==> config.mk <==
export PLATFORM = sky130hd
export DESIGN_NAME = bypass_net
export DESIGN_NICKNAME = d
export VERILOG_FILES = /design/src/rtl/bypass_net_pkg.sv /design/src/rtl/bypass_net_load_align.sv /design/src/rtl/bypass_net.sv
export SDC_FILE = /design/constraint.sdc
export NUM_CORES = 1
export LEC_CHECK = 0
export BUFFER_PORTS_ARGS = -buffer_cell sky130_fd_sc_hd__buf_2
export CAP_MARGIN = 20
export CORE_MARGIN = 2
export CORE_UTILIZATION = 47
export CTS_BUF_LIST = sky130_fd_sc_hd__clkbuf_8
export CTS_CLUSTER_SIZE = 14
export DETAILED_ROUTE_END_ITERATION = 7
export GPL_TIMING_DRIVEN = 0
export PLACE_DENSITY_LB_ADDON = 0.25
export SYNTH_ARGS = -nofsm -noshare
export SYNTH_HDL_FRONTEND = slang
export SYNTH_SLANG_ARGS = --single-unit
export TNS_END_PERCENT = 5
==> constraint.sdc <==
create_clock -name clk -period 2.6 [get_ports clk]
set_clock_uncertainty 0.2 [all_clocks]
set_input_delay 0.26 -clock clk [delete_from_list [all_inputs] [get_ports clk]]
set_output_delay 0.26 -clock clk [all_outputs]
set_load 0.02 [all_outputs]
==> src/rtl/bypass_net_pkg.sv <==
// Shared definitions for the register-forwarding network and the load aligner.
// Provides the default data and address widths, the stall-vector bit positions
// and their polarity, and the bit order of the one-hot load-op vector.
package bypass_net_pkg;

    localparam int unsigned DW_DEF = 32;
    localparam int unsigned AW_DEF = 5;

    // Stall vector bit positions: decode/read stage and load-return stage
    localparam int unsigned STALL_ID_BIT   = 3;
    localparam int unsigned STALL_HOLD_BIT = 7;

    localparam logic STOP   = 1'b1;
    localparam logic NOSTOP = 1'b0;

    // One-hot load op, ordered as {lwl,lwr,lb,lbu,lh,lhu,lw}
    localparam int unsigned LD_OP_W = 7;
    localparam int unsigned LD_LW   = 0;
    localparam int unsigned LD_LHU  = 1;
    localparam int unsigned LD_LH   = 2;
    localparam int unsigned LD_LBU  = 3;
    localparam int unsigned LD_LB   = 4;
    localparam int unsigned LD_LWR  = 5;
    localparam int unsigned LD_LWL  = 6;

endpackage

==> src/rtl/bypass_net_load_align.sv <==
// load_align: combinational alignment of a raw data-RAM word for a load.
// Also used by the mem stage, so it carries no state.
// Ports:
//   op_i      one-hot load op {lwl,lwr,lb,lbu,lh,lhu,lw}
//   offset_i  low two bits of the load address
//   rdata_i   raw data RAM word
//   reg2_i    current rt value, merged into lwl/lwr results
//   value_c   aligned, extended or merged load value
module bypass_net_load_align
    import bypass_net_pkg::*;
(
    input  logic [LD_OP_W-1:0] op_i,
    input  logic [1:0]         offset_i,
    input  logic [DW_DEF-1:0]  rdata_i,
    input  logic [DW_DEF-1:0]  reg2_i,
    output logic [DW_DEF-1:0]  value_c
);

    logic [7:0]  byte_c;
    logic [15:0] half_c;

    // Byte and half-word selected by the address offset
    assign byte_c = rdata_i[{offset_i, 3'b000} +: 8];
    assign half_c = rdata_i[{offset_i[1], 4'b0000} +: 16];

    always_comb begin
        value_c = '0;
        if (op_i[LD_LB]) begin
            value_c = {{(DW_DEF-8){byte_c[7]}}, byte_c};
        end else if (op_i[LD_LBU]) begin
            value_c = {{(DW_DEF-8){1'b0}}, byte_c};
        end else if (op_i[LD_LH]) begin
            // Misaligned half-word returns zero
            value_c = offset_i[0] ? '0 : {{(DW_DEF-16){half_c[15]}}, half_c};
        end else if (op_i[LD_LHU]) begin
            value_c = offset_i[0] ? '0 : {{(DW_DEF-16){1'b0}}, half_c};
        end else if (op_i[LD_LW]) begin
            value_c = rdata_i;
        end else if (op_i[LD_LWL]) begin
            // Little-endian lwl: low memory bytes fill the top of rt
            case (offset_i)
                2'd0:    value_c = {rdata_i[7:0],  reg2_i[23:0]};
                2'd1:    value_c = {rdata_i[15:0], reg2_i[15:0]};
                2'd2:    value_c = {rdata_i[23:0], reg2_i[7:0]};
                default: value_c = rdata_i;
            endcase
        end else if (op_i[LD_LWR]) begin
            // Little-endian lwr: high memory bytes fill the bottom of rt
            case (offset_i)
                2'd0:    value_c = rdata_i;
                2'd1:    value_c = {reg2_i[31:24], rdata_i[31:8]};
                2'd2:    value_c = {reg2_i[31:16], rdata_i[31:16]};
                default: value_c = {reg2_i[31:8],  rdata_i[31:24]};
            endcase
        end
    end

endmodule

==> src/rtl/bypass_net.sv <==
// bypass_net: register forwarding from all in-flight result stages to the
// register-read ports, with load-data alignment/hold at the data-return stage
// and a combinational load-use stall request.
// Ports:
//   clk, rst           clock, synchronous active-high reset
//   flush              pipeline flush
//   stall              stall vector, 1 = Stop
//   stallreq_for_load  load-use stall request (combinational)
//   rf_raddr           read addresses, port p at [p*AW +: AW]
//   src_we/waddr/wdata per-source write-back candidates, index 0 youngest
//   src_is_load        source holds a load whose data is not yet available
//   ld_op, ld_rdata, ld_rdata_valid, ld_rt_raddr, ld_rt_rdata
//                      load-return stage instruction and RAM data
//   sel_fwd_r          registered forward-select per port
//   fwd_data_r         registered forwarded data per port
module bypass_net
    import bypass_net_pkg::*;
#(
    parameter int unsigned NUM_RPORTS = 2,
    parameter int unsigned NUM_STAGES = 5,
    parameter int unsigned LOAD_STAGE = 3,
    parameter int unsigned DW         = DW_DEF,
    parameter int unsigned AW         = AW_DEF,
    parameter int unsigned STALL_W    = 11,
    parameter int unsigned ID_BIT     = STALL_ID_BIT,
    parameter int unsigned HOLD_BIT   = STALL_HOLD_BIT
) (
    input  logic                       clk,
    input  logic                       rst,
    input  logic                       flush,
    input  logic [STALL_W-1:0]         stall,
    output logic                       stallreq_for_load,
    input  logic [NUM_RPORTS*AW-1:0]   rf_raddr,
    input  logic [NUM_STAGES-1:0]      src_we,
    input  logic [NUM_STAGES*AW-1:0]   src_waddr,
    input  logic [NUM_STAGES*DW-1:0]   src_wdata,
    input  logic [NUM_STAGES-1:0]      src_is_load,
    input  logic [LD_OP_W-1:0]         ld_op,
    input  logic [DW-1:0]              ld_rdata,
    input  logic                       ld_rdata_valid,
    input  logic [AW-1:0]              ld_rt_raddr,
    input  logic [DW-1:0]              ld_rt_rdata,
    output logic [NUM_RPORTS-1:0]      sel_fwd_r,
    output logic [NUM_RPORTS*DW-1:0]   fwd_data_r
);

    localparam int unsigned OLDEST = NUM_STAGES - 1;

    logic                     hold_flag_q, hold_flag_d;
    logic [DW-1:0]            hold_data_q, hold_data_d;
    logic [NUM_RPORTS-1:0]    sel_q, sel_d;
    logic [NUM_RPORTS*DW-1:0] data_q, data_d;

    logic [DW-1:0]            reg2_c, ld_live_c, ld_val_c;
    logic [NUM_RPORTS-1:0]    sel_c, req_c;
    logic [NUM_RPORTS*DW-1:0] data_c;

    // Stall bits outside the four used here are intentionally ignored
    logic unused_stall;
    assign unused_stall = ^stall;

    // rt for lwl/lwr: take the oldest in-flight result if it writes that register
    assign reg2_c = (src_we[OLDEST] && (src_waddr[OLDEST*AW +: AW] == ld_rt_raddr))
                  ? src_wdata[OLDEST*DW +: DW] : ld_rt_rdata;

    bypass_net_load_align u_load_align (
        .op_i     (ld_op),
        .offset_i (src_wdata[LOAD_STAGE*DW +: 2]),
        .rdata_i  (ld_rdata),
        .reg2_i   (reg2_c),
        .value_c  (ld_live_c)
    );

    assign ld_val_c = hold_flag_q ? hold_data_q : ld_live_c;

    // Per-port match; scanning oldest to youngest lets the youngest hit win
    always_comb begin
        sel_c  = '0;
        data_c = '0;
        req_c  = '0;
        for (int p = 0; p < int'(NUM_RPORTS); p++) begin
            for (int s = int'(NUM_STAGES) - 1; s >= 0; s--) begin
                if (src_we[s] &&
                    (src_waddr[s*AW +: AW] == rf_raddr[p*AW +: AW]) &&
                    (rf_raddr[p*AW +: AW] != '0)) begin
                    sel_c[p] = 1'b1;
                    if (s == int'(LOAD_STAGE)) begin
                        data_c[p*DW +: DW] = (ld_op != '0) ? ld_val_c : '0;
                        req_c[p] = (ld_op != '0) && !ld_rdata_valid && !hold_flag_q;
                    end else begin
                        data_c[p*DW +: DW] = src_wdata[s*DW +: DW];
                        req_c[p] = (s < int'(LOAD_STAGE)) && src_is_load[s];
                    end
                end
            end
        end
    end

    assign stallreq_for_load = |req_c;

    // Load hold: capture aligned data while the return stage and the next are stopped
    always_comb begin
        hold_flag_d = hold_flag_q;
        hold_data_d = hold_data_q;
        if (flush) begin
            hold_flag_d = 1'b0;
            hold_data_d = '0;
        end else if ((stall[HOLD_BIT] == NOSTOP) && hold_flag_q) begin
            hold_flag_d = 1'b0;
            hold_data_d = '0;
        end else if ((stall[HOLD_BIT] == STOP) && (stall[HOLD_BIT+1] == STOP) &&
                     !hold_flag_q && ld_rdata_valid) begin
            hold_flag_d = 1'b1;
            hold_data_d = ld_live_c;
        end
    end

    // Execute-stage registers: bubble when decode stops but execute proceeds
    always_comb begin
        sel_d  = sel_q;
        data_d = data_q;
        if (flush) begin
            sel_d  = '0;
            data_d = '0;
        end else if ((stall[ID_BIT] == STOP) && (stall[ID_BIT+1] == NOSTOP)) begin
            sel_d  = '0;
            data_d = '0;
        end else if (stall[ID_BIT] == NOSTOP) begin
            sel_d  = sel_c;
            data_d = data_c;
        end
    end

    always_ff @(posedge clk) begin
        if (rst) begin
            hold_flag_q <= 1'b0;
            hold_data_q <= '0;
            sel_q       <= '0;
            data_q      <= '0;
        end else begin
            hold_flag_q <= hold_flag_d;
            hold_data_q <= hold_data_d;
            sel_q       <= sel_d;
            data_q      <= data_d;
        end
    end

    assign sel_fwd_r  = sel_q;
    assign fwd_data_r = data_q;

endmodule
* Yosys cells after proc, flatten, opt, wreduce, memory -nomap -nowiden
Index checks and enable logic that the tools add are counted. W data, S select, Z words.
Operators by class: equal/unequal tests 13, shift operators 2, mux-type cells 42, bitwise gates (word level) 2, reductions and logical operators 37
Operators by type and width (number):
- $mux W32 | 21
- $pmux W32 S3 | 2
- $eq A5 B5 Y1 | 11
- $shiftx A32 B6 Y16 | 1
- $shiftx A32 B6 Y8 | 1
- $logic_and A1 B1 Y1 | 28
- $mux W1 | 18
- $mux W16 | 1
- $reduce_bool A5 Y1 | 2
- $reduce_bool A7 Y1 | 1
- $reduce_or A3 Y1 | 2
- $eq A2 B1 Y1 const B | 1
- $eq A2 B2 Y1 const B | 1
- $logic_not A1 Y1 | 2
- $logic_not A2 Y1 | 1
- $not A1 Y1 | 2
- $reduce_or A2 Y1 | 1
Word-level totals: register bits 99, bits of input ports 296

* Logic depth before layout (Yosys ltp)
depth in word-level cells 17, gate-level depth with buffers 11

* Modules after synthesis
A second synthesis with hierarchy kept.
Second synthesis, totals: cell total of the unflattened synthesis 1279, area, all modules 9754.4 um^2
Modules (own cells, without submodules):
- bypass_net | instances 1, cells each 957, area an instance 7457.2 um^2, seq. area each 1981.9 um^2
- bypass_net_load_align | instances 1, cells each 322, area an instance 2297.2 um^2, seq. area each 0.0 um^2

* Least setup slack after synthesis
Ideal clock, no wire load.
kind input to register, from in rf_raddr[7], to reg data_q[47] (netlist: fwd_data_r[47]), arrival 2377 ps, slack -118 ps, cell stages on the path 9, buffers on the path 2, path through buf_2 -> or4_4 -> nor2_4 -> or3_1 -> buf_4 -> mux2_2 -> a2111oi_0 -> a221o_1 -> a21oi_1
Between the ends: cells in the longest elaborated chain, start to end 8, elaborated cells on any way between the ends 21, classes of those cells 5 x eq/ne; 5 x mux; 11 x reduce/logical
Ends and longest elaborated chain:
- from (decl) | line bypass_net.sv:33 | input logic [NUM_RPORTS*AW-1:0] rf_raddr,
- $eq A5 B5 Y1 | line bypass_net.sv:84 | (src_waddr[s*AW +: AW] == rf_raddr[p*AW +: AW]) &&
- $logic_and A1 B1 Y1 | line bypass_net.sv:83 | if (src_we[s] &&
- $logic_and A1 B1 Y1 | line bypass_net.sv:84
- $mux W32 (4 in series) | line bypass_net.sv:83
- $mux W32 * | line bypass_net.sv:83
- to (signal assigned) | line bypass_net.sv:144 | data_q <= data_d;
- to (decl) | line bypass_net.sv:52 | logic [NUM_RPORTS*DW-1:0] data_q, data_d;
Every way passes the cells marked *; elsewhere a longest branch is shown, timed or not. A chain may end at the register's enable or synchronous reset.

* Worst setup path in the final report
from in src_waddr[24], to reg data_q[16] (netlist: fwd_data_r[16])
Between the ends: cells in the longest elaborated chain, start to end 17, elaborated cells on any way between the ends 22, classes of those cells 2 x eq/ne; 17 x mux; 3 x reduce/logical
Ends and longest elaborated chain:
- from (decl) | line bypass_net.sv:35 | input logic [NUM_STAGES*AW-1:0] src_waddr,
- $eq A5 B5 Y1 | line bypass_net.sv:63 | assign reg2_c = (src_we[OLDEST] && (src_waddr[OLDEST*AW +: AW] == ld_rt_raddr))
- $logic_and A1 B1 Y1 | line bypass_net.sv:63
- $mux W32 | line bypass_net.sv:64 | ? src_wdata[OLDEST*DW +: DW] : ld_rt_rdata;
- $pmux W32 S3 | line bypass_net_load_align.sv:49 | case (offset_i)
- $mux W32 | line bypass_net_load_align.sv:47 | end else if (op_i[LD_LWR]) begin
- $mux W32 | line bypass_net_load_align.sv:39 | end else if (op_i[LD_LWL]) begin
- $mux W32 | line bypass_net_load_align.sv:37 | end else if (op_i[LD_LW]) begin
- $mux W32 | line bypass_net_load_align.sv:35 | end else if (op_i[LD_LHU]) begin
- $mux W32 | line bypass_net_load_align.sv:32 | end else if (op_i[LD_LH]) begin
- $mux W32 | line bypass_net_load_align.sv:30 | end else if (op_i[LD_LBU]) begin
- $mux W32 | line bypass_net_load_align.sv:28 | if (op_i[LD_LB]) begin
- $mux W32 | line bypass_net.sv:74 | assign ld_val_c = hold_flag_q ? hold_data_q : ld_live_c;
- $mux W32 | line bypass_net.sv:88 | data_c[p*DW +: DW] = (ld_op != '0) ? ld_val_c : '0;
- $mux W32 * (4 in series) | line bypass_net.sv:83
Marks and branches as above.

==> results.sh <==
export IMPL_synth_warnings=0
export IMPL_dp_cells=1917
export IMPL_syn_area_sq_mm=0.00979
export IMPL_r2r_end="fwd_data_r[35]$_SDFFE_PP0N_"
export IMPL_regToRegSetupSlack_ns=0.17
export IMPL_startpoint="src_waddr[24]"
export IMPL_whs_ns=-0.00558
export IMPL_wire_per_inst_um=27.9
export IMPL_postRouteAntennaNets=0
export IMPL_io_pins=363
export IMPL_ctsRootBufferMaster="clkbuf_8"
export IMPL_period_share=1.06
export IMPL_critPathMaxFanout=10
export IMPL_max_slew_worst_pin_slew_ns=0.793
export IMPL_drive_gt1_frac=0.307
export IMPL_yosysTopAreaCellShare=0.202
export IMPL_r2r_cells=6
export IMPL_met2_usage=0.724
export IMPL_core_sq_mm=0.0204
export IMPL_path_cells="buf_2, xnor2_1, nand4_1, clkbuf_1, clkbuf_2, nor4_1, a211oi_2, a221oi_2, o2111ai_1, a2bb2oi_1"
export IMPL_ir_drop_v=0.000229
export IMPL_cts_inserted_buffers=9
export IMPL_insertedDiodeCount=0
export IMPL_max_freq_ghz=0.364
export IMPL_rsz0062_at_grt="yes"
export IMPL_cts_tree="done"
export IMPL_cellPowerDensity_mw_per_mm2=343
export IMPL_antenna_found_initial=2
export IMPL_drt_initial_drc_count=2207
export IMPL_yosysSeqAreaShare=0.202
export IMPL_hold_path_class="primary input to register"
export IMPL_grt_pass1_vias=13200
export IMPL_area_growth_synth_to_final_pct=30.2
export IMPL_clkTransAtPathRegs_ns=0.11
export IMPL_maxCapViolCount=0
export IMPL_whs_path_depth=3
export IMPL_fin_crit_ns=2.74
export IMPL_nets=2002
export IMPL_initial_utilization=0.481
export IMPL_crit_path_end_kind="register"
export IMPL_crit_slowest_cell="nor4_1"
export IMPL_remaining_drc_errors=0
export IMPL_required_ns=2.73
export IMPL_synth_cell_types=77
export IMPL_synth_common_cells="o21ai_0, dfxtp_1, a21oi_1, nor2_1, clkbuf_1"
export IMPL_rows=52
export IMPL_cts_sinks=99
export IMPL_leakagePower_uw=0.00513
export IMPL_synth_edf_count=0
export IMPL_hpwl_um=43800
export IMPL_syn_avg_cell_area_sq_um=7.32
export IMPL_die_h_um=148
export IMPL_syn_nets=1633
export IMPL_setup_ws_ns=-0.144
export IMPL_min_to="fwd_data_r[11]$_SDFFE_PP0N_"
export IMPL_synthArstFlopShare=0
export IMPL_outcome="finished with violations"
export IMPL_fill_cells=1908
export IMPL_htreeDepth=3
export IMPL_clockBufferDepth=2
export IMPL_holdCritStartpoint="src_wdata[75]"
export IMPL_die_area_sq_mm=0.0220
export IMPL_critPathLaunchType="primary input"
export IMPL_slew_viol_final=0
export IMPL_violations="hold timing, setup timing"
export IMPL_routed_wl_um=55300
export IMPL_vias_per_cell=7.27
export IMPL_dr_pass1_iters=6
export IMPL_vias=14400
export IMPL_max_stage_delay_ns=0.42
export IMPL_grt_util_met3=0.132
export IMPL_hold_viol=1
export IMPL_gp_congestion=1.11
export IMPL_clkLatencyLatePin_ns=0.41
export IMPL_ys_top_cells_by_area="dfxtp_1, o21ai_0, a221o_1, a21oi_1, xnor2_1"
export IMPL_synth_cells=1337
export IMPL_synth_seq_cells=99
export IMPL_gr_total_overflow=0
export IMPL_die_width_um=148
export IMPL_ys_flop_type="dfxtp_1"
export IMPL_instances_no_fill=1981
export IMPL_grt_max_degree=18
export IMPL_grt_pass1_wl_um=79100
export IMPL_top_usage_layer="met2"
export IMPL_stdcell_area_sq_mm=0.0127
export IMPL_grtUsageTotal=0.477
export IMPL_synth_most_common_cell="o21ai_0"
export IMPL_setup_viol=15
export IMPL_critical_path_class="primary input to register"
export IMPL_yosysTopAreaCell="dfxtp_1"
export IMPL_portBuffers=308
export IMPL_grt_use_met1=0.612
export IMPL_worstPathArrival_ns=2.88
export IMPL_slew_headroom=0.467
export IMPL_rr_startpoint="hold_flag_q$_SDFFE_PP0P_"
export IMPL_postPlaceCellArea_sq_mm=0.0117
[cell families (layout without fill, tap and decap cells)]
| logic type | after synthesis | in the layout | synth area share |
|---|---|---|---|
| compound gates | 583 | 583 | 0.420 |
| xor+xnor | 55 | 55 | 0.0492 |
| buf+inv | 157 | 531 | 0.0671 |
| flops | 99 | 99 | 0.202 |
| mux | 40 | 40 | 0.0456 |
| simple gates | 403 | 403 | 0.216 |
[worst max-delay path by stage]
stage                                              to  cells past startpoint
after floorplan                     stallreq_for_load                      8
after global placement    fwd_data_r[59]$_SDFFE_PP0N_                      9
after detailed placement  fwd_data_r[52]$_SDFFE_PP0N_                     11
after CTS                           stallreq_for_load                      9
after global routing                stallreq_for_load                     10
final                     fwd_data_r[16]$_SDFFE_PP0N_                     10
[per-layer routing]
layer / wire length (um) / vias to the layer above
li1: - / 5978
met1: 19700 / 6652
met2: 23100 / 1416
met3: 8240 / 358
met4: 4250 / 2
met5: 13 / -
[sequential cells by signal (all words and copies together), names as in the netlist]
name / cells
hold_flag_q: 1
fwd_data_r: 64
hold_data_q: 32
sel_fwd_r: 2
[final cells by class]
class	instances	area [sq um]	share of cell area
Clock buffer	9	124	0.00972
Multi-Input combinational cell	1081	7440	0.583
Timing Repair Buffer	362	2000	0.157
Sequential cell	99	1980	0.155
Tap cell	270	338	0.0265
Buffer	127	692	0.0543
Clock inverter	7	77.6	0.00608
Inverter	26	100	0.00785
[power breakdown]
| part | leakage [uW] | internal (uW) | switching (uW) |
|---|---|---|---|
| clock network | 0.0000934 | 452 | 644 |
| logic | 0.00423 | 604 | 1090 |
| registers | 0.000803 | 1560 | 26.9 |
[metrics by stage]
stage	utilization	power, uW	worst slack, ns	setup TNS, ns	hold WS (ns)
after floorplan	-	2430	-0.00571	-0.00571	0.235
after global placement	0.574	3110	-1.18	-67.76	0.256
after detailed placement	0.575	3120	-1.05	-58.84	0.257
after CTS	0.602	4200	-0.174	-0.228	0.000696
after global routing	0.626	4460	-0.215	-1.69	0.0108
final	0.626	4380	-0.144	-0.681	-0.00558
[worst max-delay path, delay by kind of cell]
kind | cells | cell delay (ns)
AO/OA/AOI/OAI | 4 | 0.92
buffers and inverters | 3 | 0.82
AND/OR/NAND/NOR | 2 | 0.69
XOR/XNOR | 1 | 0.17
[timing repair]
action,in CTS,in global routing
pin swaps,10,18
setup buffers,9,33
gates resized for setup,71,76
setup endpoints to repair,82,74
cloned,0,0
endpoints found under the hold margin,9,0
hold buffers,9,0
[layout by cell type (no fill, tap or decap), types with 11 or more instances in the layout]
cell type,netlist,layout
a211oi_1,22,21
a21o_1,15,15
a21oi_1,97,91
a221o_1,58,58
a221oi_1,42,36
a2bb2oi_1,13,13
a31oi_1,34,33
buf_2,33,327
buf_4,5,54
clkbuf_1,86,54
clkbuf_2,0,22
clkbuf_8,0,11
dfxtp_1,99,99
inv_1,24,24
mux2_2,17,17
mux2i_1,21,21
nand2_1,68,67
nand2b_1,38,37
nand3_1,46,46
nand4_1,15,15
nor2_1,97,92
nor3_1,37,30
nor4_1,15,13
o211ai_1,27,27
o21a_1,20,20
o21ai_0,126,118
o21ai_1,5,12
o221ai_1,22,22
o22ai_1,11,11
or3_1,18,17
xnor2_1,44,42
xor2_1,11,11
Note: power is estimated with default switching activity, not from simulation.
